**src/rtl/vga_scan_out.sv**
```systemverilog
// VGA raster generator: 25 MHz pixel strobe derived from a 50 MHz clock, line/frame
// counters, and a one-pixel output pipeline for the colour, sync and blanking signals.
module vga_scan_out #(
  parameter int H_ACTIVE = 640,
  parameter int H_FP     = 16,
  parameter int H_SYNC   = 96,
  parameter int H_BP     = 48,
  parameter int V_ACTIVE = 480,
  parameter int V_FP     = 10,
  parameter int V_SYNC   = 2,
  parameter int V_BP     = 33
) (
  input  logic       Clk,
  input  logic       Reset_n,
  input  logic [7:0] Red,
  input  logic [7:0] Green,
  input  logic [7:0] Blue,
  output logic [9:0] DrawX,
  output logic [9:0] DrawY,
  output logic       VGA_CLK,
  output logic       VGA_HS,
  output logic       VGA_VS,
  output logic       VGA_BLANK_N,
  output logic       VGA_SYNC_N,
  output logic [7:0] VGA_R,
  output logic [7:0] VGA_G,
  output logic [7:0] VGA_B,
  output logic       frame_start
);

  localparam logic [9:0] H_VIS    = 10'(H_ACTIVE);
  localparam logic [9:0] H_LAST   = 10'(H_ACTIVE + H_FP + H_SYNC + H_BP - 1);
  localparam logic [9:0] HS_START = 10'(H_ACTIVE + H_FP);
  localparam logic [9:0] HS_END   = 10'(H_ACTIVE + H_FP + H_SYNC);
  localparam logic [9:0] V_VIS    = 10'(V_ACTIVE);
  localparam logic [9:0] V_LAST   = 10'(V_ACTIVE + V_FP + V_SYNC + V_BP - 1);
  localparam logic [9:0] VS_START = 10'(V_ACTIVE + V_FP);
  localparam logic [9:0] VS_END   = 10'(V_ACTIVE + V_FP + V_SYNC);

  logic       pix_en_r;
  logic [9:0] hc_r;
  logic [9:0] vc_r;
  logic       hs_r;
  logic       vs_r;
  logic       blank_n_r;
  logic [7:0] red_r;
  logic [7:0] green_r;
  logic [7:0] blue_r;
  logic       frame_start_r;

  logic       h_wrap_s;
  logic       v_wrap_s;
  logic [9:0] hc_next_s;
  logic [9:0] vc_next_s;
  logic       vis_s;
  logic       hs_s;
  logic       vs_s;

  // Next counter values and raw (pre-register) timing decodes from the current position.
  always_comb begin
    h_wrap_s = (hc_r == H_LAST);
    v_wrap_s = (vc_r == V_LAST);
    if (h_wrap_s) begin
      hc_next_s = 10'd0;
      if (v_wrap_s) begin
        vc_next_s = 10'd0;
      end else begin
        vc_next_s = vc_r + 10'd1;
      end
    end else begin
      hc_next_s = hc_r + 10'd1;
      vc_next_s = vc_r;
    end
    vis_s = (hc_r < H_VIS) && (vc_r < V_VIS);
    hs_s  = !((hc_r >= HS_START) && (hc_r < HS_END));
    vs_s  = !((vc_r >= VS_START) && (vc_r < VS_END));
  end

  // Pixel strobe: toggles every clock, so pixel work happens on every other edge.
  always_ff @(posedge Clk or negedge Reset_n) begin
    if (!Reset_n) begin
      pix_en_r <= 1'b0;
    end else begin
      pix_en_r <= ~pix_en_r;
    end
  end

  // Raster counters advance once per pixel; both wrap together at the frame end.
  always_ff @(posedge Clk or negedge Reset_n) begin
    if (!Reset_n) begin
      hc_r <= 10'd0;
      vc_r <= 10'd0;
    end else if (pix_en_r) begin
      hc_r <= hc_next_s;
      vc_r <= vc_next_s;
    end else begin
      hc_r <= hc_r;
      vc_r <= vc_r;
    end
  end

  // Output pipeline: colour, syncs and blanking share one register stage so they stay aligned.
  always_ff @(posedge Clk or negedge Reset_n) begin
    if (!Reset_n) begin
      hs_r      <= 1'b1;
      vs_r      <= 1'b1;
      blank_n_r <= 1'b0;
      red_r     <= 8'd0;
      green_r   <= 8'd0;
      blue_r    <= 8'd0;
    end else if (pix_en_r) begin
      hs_r      <= hs_s;
      vs_r      <= vs_s;
      blank_n_r <= vis_s;
      red_r     <= vis_s ? Red   : 8'd0;
      green_r   <= vis_s ? Green : 8'd0;
      blue_r    <= vis_s ? Blue  : 8'd0;
    end else begin
      hs_r      <= hs_r;
      vs_r      <= vs_r;
      blank_n_r <= blank_n_r;
      red_r     <= red_r;
      green_r   <= green_r;
      blue_r    <= blue_r;
    end
  end

  // Single-clock pulse on the pixel edge that reloads the origin; clears on the next edge.
  always_ff @(posedge Clk or negedge Reset_n) begin
    if (!Reset_n) begin
      frame_start_r <= 1'b0;
    end else begin
      frame_start_r <= pix_en_r && h_wrap_s && v_wrap_s;
    end
  end

  assign DrawX       = hc_r;
  assign DrawY       = vc_r;
  assign VGA_CLK     = pix_en_r;
  assign VGA_HS      = hs_r;
  assign VGA_VS      = vs_r;
  assign VGA_BLANK_N = blank_n_r;
  assign VGA_SYNC_N  = 1'b0;
  assign VGA_R       = red_r;
  assign VGA_G       = green_r;
  assign VGA_B       = blue_r;
  assign frame_start = frame_start_r;

endmodule

```
**config.mk**
```make
export PLATFORM = sky130hd
export DESIGN_NAME = vga_scan_out
export DESIGN_NICKNAME = d
export VERILOG_FILES = /design/src/rtl/vga_scan_out.sv
export SDC_FILE = /design/constraint.sdc
export NUM_CORES = 1
export LEC_CHECK = 0
export ABC_CLOCK_PERIOD_IN_PS = 2450
export BUFFER_PORTS_ARGS = -buffer_cell sky130_fd_sc_hd__buf_2
export CAP_MARGIN = 20
export CORE_MARGIN = 4
export CORE_UTILIZATION = 49
export DETAILED_ROUTE_END_ITERATION = 10
export GPL_TIMING_DRIVEN = 0
export PLACE_DENSITY = 0.87
export RECOVER_POWER = 25
export SKIP_CTS_REPAIR_TIMING = 1
export SLEW_MARGIN = 20
export SYNTH_ARGS = -nofsm -noshare
export SYNTH_HDL_FRONTEND = slang
export SYNTH_SLANG_ARGS = --single-unit
```
**constraint.sdc**
```tcl
create_clock -name Clk -period 2.45 [get_ports Clk]
set_input_delay 0 -clock Clk [delete_from_list [all_inputs] [get_ports Clk]]
set_output_delay 0 -clock Clk [all_outputs]
set_load 0.05 [all_outputs]
```
* Yosys cells after proc, flatten, opt, wreduce, memory -nomap -nowiden
Cells that the tools add are included.
** Cells by class
- Add/subtract/negate cells :: 2
- Magnitude comparators :: 6
- Equal/unequal tests :: 2
- Muxes and demuxes :: 5
- Bitwise logic cells :: 1
- Reductions and logical operators :: 8
** Operators by type and width (count)
- $mux W8 :: 3
- $add A10 B1 Y10 const B :: 2
- $eq A10 B10 Y1 const B :: 2
- $lt A10 B10 Y1 const B :: 2
- $lt A10 B9 Y1 const B :: 2
- $mux W10 :: 2
- $ge A10 B10 Y1 const B :: 1
- $ge A10 B9 Y1 const B :: 1
- $logic_and A1 B1 Y1 :: 5
- $logic_not A1 Y1 :: 2
- $reduce_and A2 Y1 :: 1
- $not A1 Y1 :: 1
** Storage, ports and cells
- Register bits after elaboration :: 49
- Bits of input ports :: 26
- Output and inout bits :: 50
- Logic and storage cells :: 34

* Depth between registers and ports, before layout
- Depth after elaboration :: 3
- Mapped depth :: 6
- Depth with buffers taken out :: 6

* Worst setup path before layout
OpenSTA, ideal clock, no wires.
- Path kind :: register to register
- From :: register hc_r[0] (netlist: DrawX[0])
- To :: register vc_r[4] (netlist: DrawY[4])
- Library setup time :: 76 ps
- Data arrival time :: 2290 ps
- Data required time :: 2374 ps
- Slack :: 84 ps
- Cell stages (with the launch flop) :: 7
- Path buffers :: 1
- Clock period less this slack :: 2366 ps
- Cells stage by stage :: dfrtp_1 -> ha_1 -> nand2_1 -> or4b_4 -> buf_6 -> or4_1 -> o21ai_1
** Between the ends
- Cells in the longest elaborated chain, start to end :: 2
** Ends and longest elaborated chain
- from (decl) :: RTL line 41 : logic [9:0] hc_r;
- from (signal assigned) :: RTL line 94 : hc_r <= hc_next_s;
- from (signal assigned) :: RTL line 97 : hc_r <= hc_r;
- $eq A10 B10 Y1 :: RTL line 61 : h_wrap_s = (hc_r == H_LAST);
- $reduce_and A2 Y1 (no source line)
- to (signal assigned) :: RTL line 95 : vc_r <= vc_next_s;
- to (signal assigned) :: RTL line 98 : vc_r <= vc_r;
- to (decl) :: RTL line 42 : logic [9:0] vc_r;
Every way passes these cells.
A chain may end at the register's enable or synchronous reset.

* Worst setup path in the final report
- From :: register hc_r[8] (netlist: DrawX[8])
- To :: register blue_r[0] (netlist: VGA_B[0])
** Between the ends
- Cells in the longest elaborated chain, start to end :: 3
** Ends and longest elaborated chain
- $lt A10 B10 Y1 :: RTL line 74 : vis_s = (hc_r < H_VIS) && (vc_r < V_VIS);
- $logic_and A1 B1 Y1 :: RTL line 74
- $mux W8 :: RTL line 117 : blue_r <= vis_s ? Blue : 8'd0;
- to (signal assigned) :: RTL line 117
- to (signal assigned) :: RTL line 124 : blue_r <= blue_r;
- to (decl) :: RTL line 48 : logic [7:0] blue_r;
Every way passes these cells.

==> summary.md <==
| Metric | Value |
|---|---|
| Total negative slack | `0 ns` |
| CP Data Required Time | `2.69 ns` |
| Count of cell types in the netlist | `41` |
| Number of detailed-route iterations in the first pass | `4` |
| Worst setup margin | `0.2740 ns` |
| CORE AREA | `4115 sq um` |
| Cell count after synthesis | `186` |
| Sw Ratio | `27.63%` |
| Post-place setup slack | `0.3532 ns` |
| Starting DRT DRC Count | `163` |
| Fin util | `70.75%` |
| Chip height | `74.06 um` |
| Crit Path Category | `register to register` |
| Htree depth | `2` |
| CP max-delay cell | `nor3_1` |
| TritonCTS Buffers | `5` |
| Fillcell total | `303` |
| Placed insts | `310` |
| Syn_area_per_cell | `11.50 sq um` |
| CP cell instances | `o21ai_0 > nand2_1 > nor3_1 > clkbuf_1 > a22o_1` |
| IO Count | `76` |
| Worst path bufs/invs | `1` |
| WL per Instance | `17.00 um` |
| Mapped Area | `2138 sq um` |
| Final nets | `322` |
| Sequential fraction of the synthesis area | `57.46%` |
| Synth async-reset ratio | `100.0%` |
| Yosys Warn Count | `0` |
| FF+latch area | `1229 sq um` |
| Max-slew violations | `0` |
| Row cnt | `23` |
| Final WL | `5.847 mm` |
| Sequential share of power | `55.4%` |
| Worst endpoint data arrival time | `2.42 ns` |
| Most frequent cells in the layout | `buf_2, dfrtp_1, dlygate4sd3_1` |
| Worst path max stage delay | `0.65 ns` |
| Latest clock arrival within the worst-skew pair | `0.31 ns` |
| Slew HR | `21.03%` |
| Pin count of the biggest net entering global routing | `50` |
| GRT overflow | `0` |
| Final setup viols | `0` |
| Final hold vios | `0` |
| WHS | `0.4409 ns` |
| Pwr/cell area | `521.6 nW/um^2` |
| DP HPWL | `3.540 mm` |
| Fmax achieved | `0.4596 GHz` |
| Multi-input logic area | `827.0 sq um` |
| Commonest non-fill, non-tap cell in the layout | `buf_2` |
| RSZ-0062 raised after global routing | `false` |
| Die width | `74.06 um` |
| Post-synth top flop | `dfrtp_1` |
| Number of port buffers | `74` |
| Vias | `1901` |
| Final Cycle Share | `88.82%` |
| Clock Power Share | `32.1%` |
| Via/cell ratio | `5.526` |
| Class of the worst hold path | `input pin to register` |
| Cell Int Power | `1099 uW` |
| Clock Path Buffers | `2` |
| Syn_nets | `216` |
| CP Capture Type | `register` |
| DRC Markers | `0` |
| Max Cap Viol | `0` |
| Number of enable flip-flop cells after synthesis | `0` |
| Top delay family on crit path | `simple AND/OR/NAND/NOR gates` |
| Outcome | `finished, final reports clean` |
| First-pass GRT wire length | `7.886 mm` |
| Worst clock skew | `0.01215 ns` |
| Pleak | `0.001497 uW` |
| Die area | `5485 sq um` |
| Fraction of layout cells with a size suffix above 1 | `31.74%` |
| Combinational share of power | `12.5%` |
| Vias in the first global route | `1658` |
| CP Launch Type | `register` |
| Initial antenna violation count | `0` |
| CTS root buf | `clkbuf_8` |
| GRT Total Usage | `18.62%` |
| Switch Pwr | `419.7 uW` |
| Worst-Margin Slew | `1.185 ns` |
| RD Place Congestion | `0.8314` |
| Initial Utilization | `51.96%` |
| Area growth, synth to finish | `36.16%` |
| CTS tree | `done` |
| Max rail drop VDD | `319.9 uV` |
| Routed Antenna Nets | `0` |
| CTS sink cnt | `49` |
| Post-route insts no fill | `344` |
| CP max FO | `10` |
| Clock transition at path regs | `0.10 ns` |
| Tmin final | `2.176 ns` |
| FF+latch count, synth | `49` |
## routing by layer
| metal | share of wire (%) | vias to the layer above | GRT usage [%] |
|---|---|---|---|
| met2 | 50 | 81 | 31.00 |
| met4 | 3.7 | 0 | 8.451 |
| li1 | - | 890 | - |
| met1 | 41 | 913 | 23.73 |
| met3 | 5.1 | 17 | 3.243 |
| met5 | 0 | - | 0 |
## synth_stat cells, types with 2 or more instances
master / n / area [sq um]
a21o_1: 2 / 15.01
a21oi_1: 5 / 25.02
a22o_1: 24 / 210.2
and3_1: 2 / 12.51
buf_4: 2 / 15.01
clkbuf_1: 6 / 22.52
dfrtp_1: 47 / 1176
dfstp_2: 2 / 52.55
ha_1: 4 / 50.05
inv_1: 9 / 33.78
nand2_1: 13 / 48.80
nand3_1: 7 / 35.03
nand4_1: 5 / 31.28
nor2_1: 12 / 45.04
nor3_1: 5 / 25.02
nor3b_1: 2 / 15.01
nor4_1: 2 / 12.51
nor4b_1: 2 / 17.52
o21ai_0: 7 / 35.03
o2bb2ai_1: 2 / 17.52
xnor2_1: 3 / 26.28
xor2_1: 4 / 35.03
## cell type report
type	instances	share of cell area, %
Sequential cell	49	42.20
Multi-Input combinational cell	119	28.41
Timing Repair Buffer	99	21.32
Clock buffer	6	2.492
Tap cell	50	2.149
Buffer	9	1.676
Inverter	9	1.160
Clock inverter	2	0.5157
Antenna cell	1	0.08595
## path summary, 6_finish.rpt
path / to / slack, ns / from / cells after the start
worst min-delay path: VGA_G[1] / 0.44 / Green[1] / 3
min in group asynchronous: VGA_B[0] / 0.47 / Reset_n / 2
worst min register to register: VGA_BLANK_N / 0.49 / VGA_BLANK_N / 1
worst max register to register: VGA_B[0] / 0.27 / DrawX[8] / 5
max in group asynchronous: VGA_B[6] / 1.26 / Reset_n / 2
worst max-delay path: VGA_B[0] / 0.27 / DrawX[8] / 5
## per-stage QoR
step | power (uW) | area, sq um
finish | 1519 | 2912
global route | 1569 | 2909
CTS | 1486 | 2659
detailed placement | 1010 | 2571
global placement | 1007 | 2571
floorplan | 948.7 | 2138
## power by group through the flow
stage / sequential, uW / clock [uW] / combinational [uW]
finish: 841 / 488 / 190
CTS: 839 / 491 / 156
global placement: 854 / 0 / 154
detailed placement: 855 / 0 / 156
floorplan: 927 / 0 / 21.7
global route: 843 / 524 / 202
## worst register-to-register path, cell delays in order, from the launching register on
cell and delay, ns:
dfrtp_1 0.48, o21ai_0 0.21, nand2_1 0.07, nor3_1 0.65, clkbuf_1 0.46, a22o_1 0.25
## flip-flops by register name (all words and copies together), names as in the netlist
name	cells
DrawX	10
DrawY	10
VGA_B	8
VGA_G	8
VGA_R	8
VGA_BLANK_N	1
VGA_CLK	1
VGA_HS	1
VGA_VS	1
frame_start	1
## cell families (layout without fill, tap and decap cells)
kind of cell	after synthesis	in the layout	share of synthesized area [%]
AOI/OAI and AO/OA	47	47	16.62
xor gates and xnor gates	7	7	2.867
adders and majority gates	4	4	2.341
buffers and inverters	18	125	3.861
DFF	49	49	57.46
muxes	2	2	0.9947
other	1	2	0.1754
and+or+nand+nor	58	58	15.68
(Power assumes the default switching activity.)
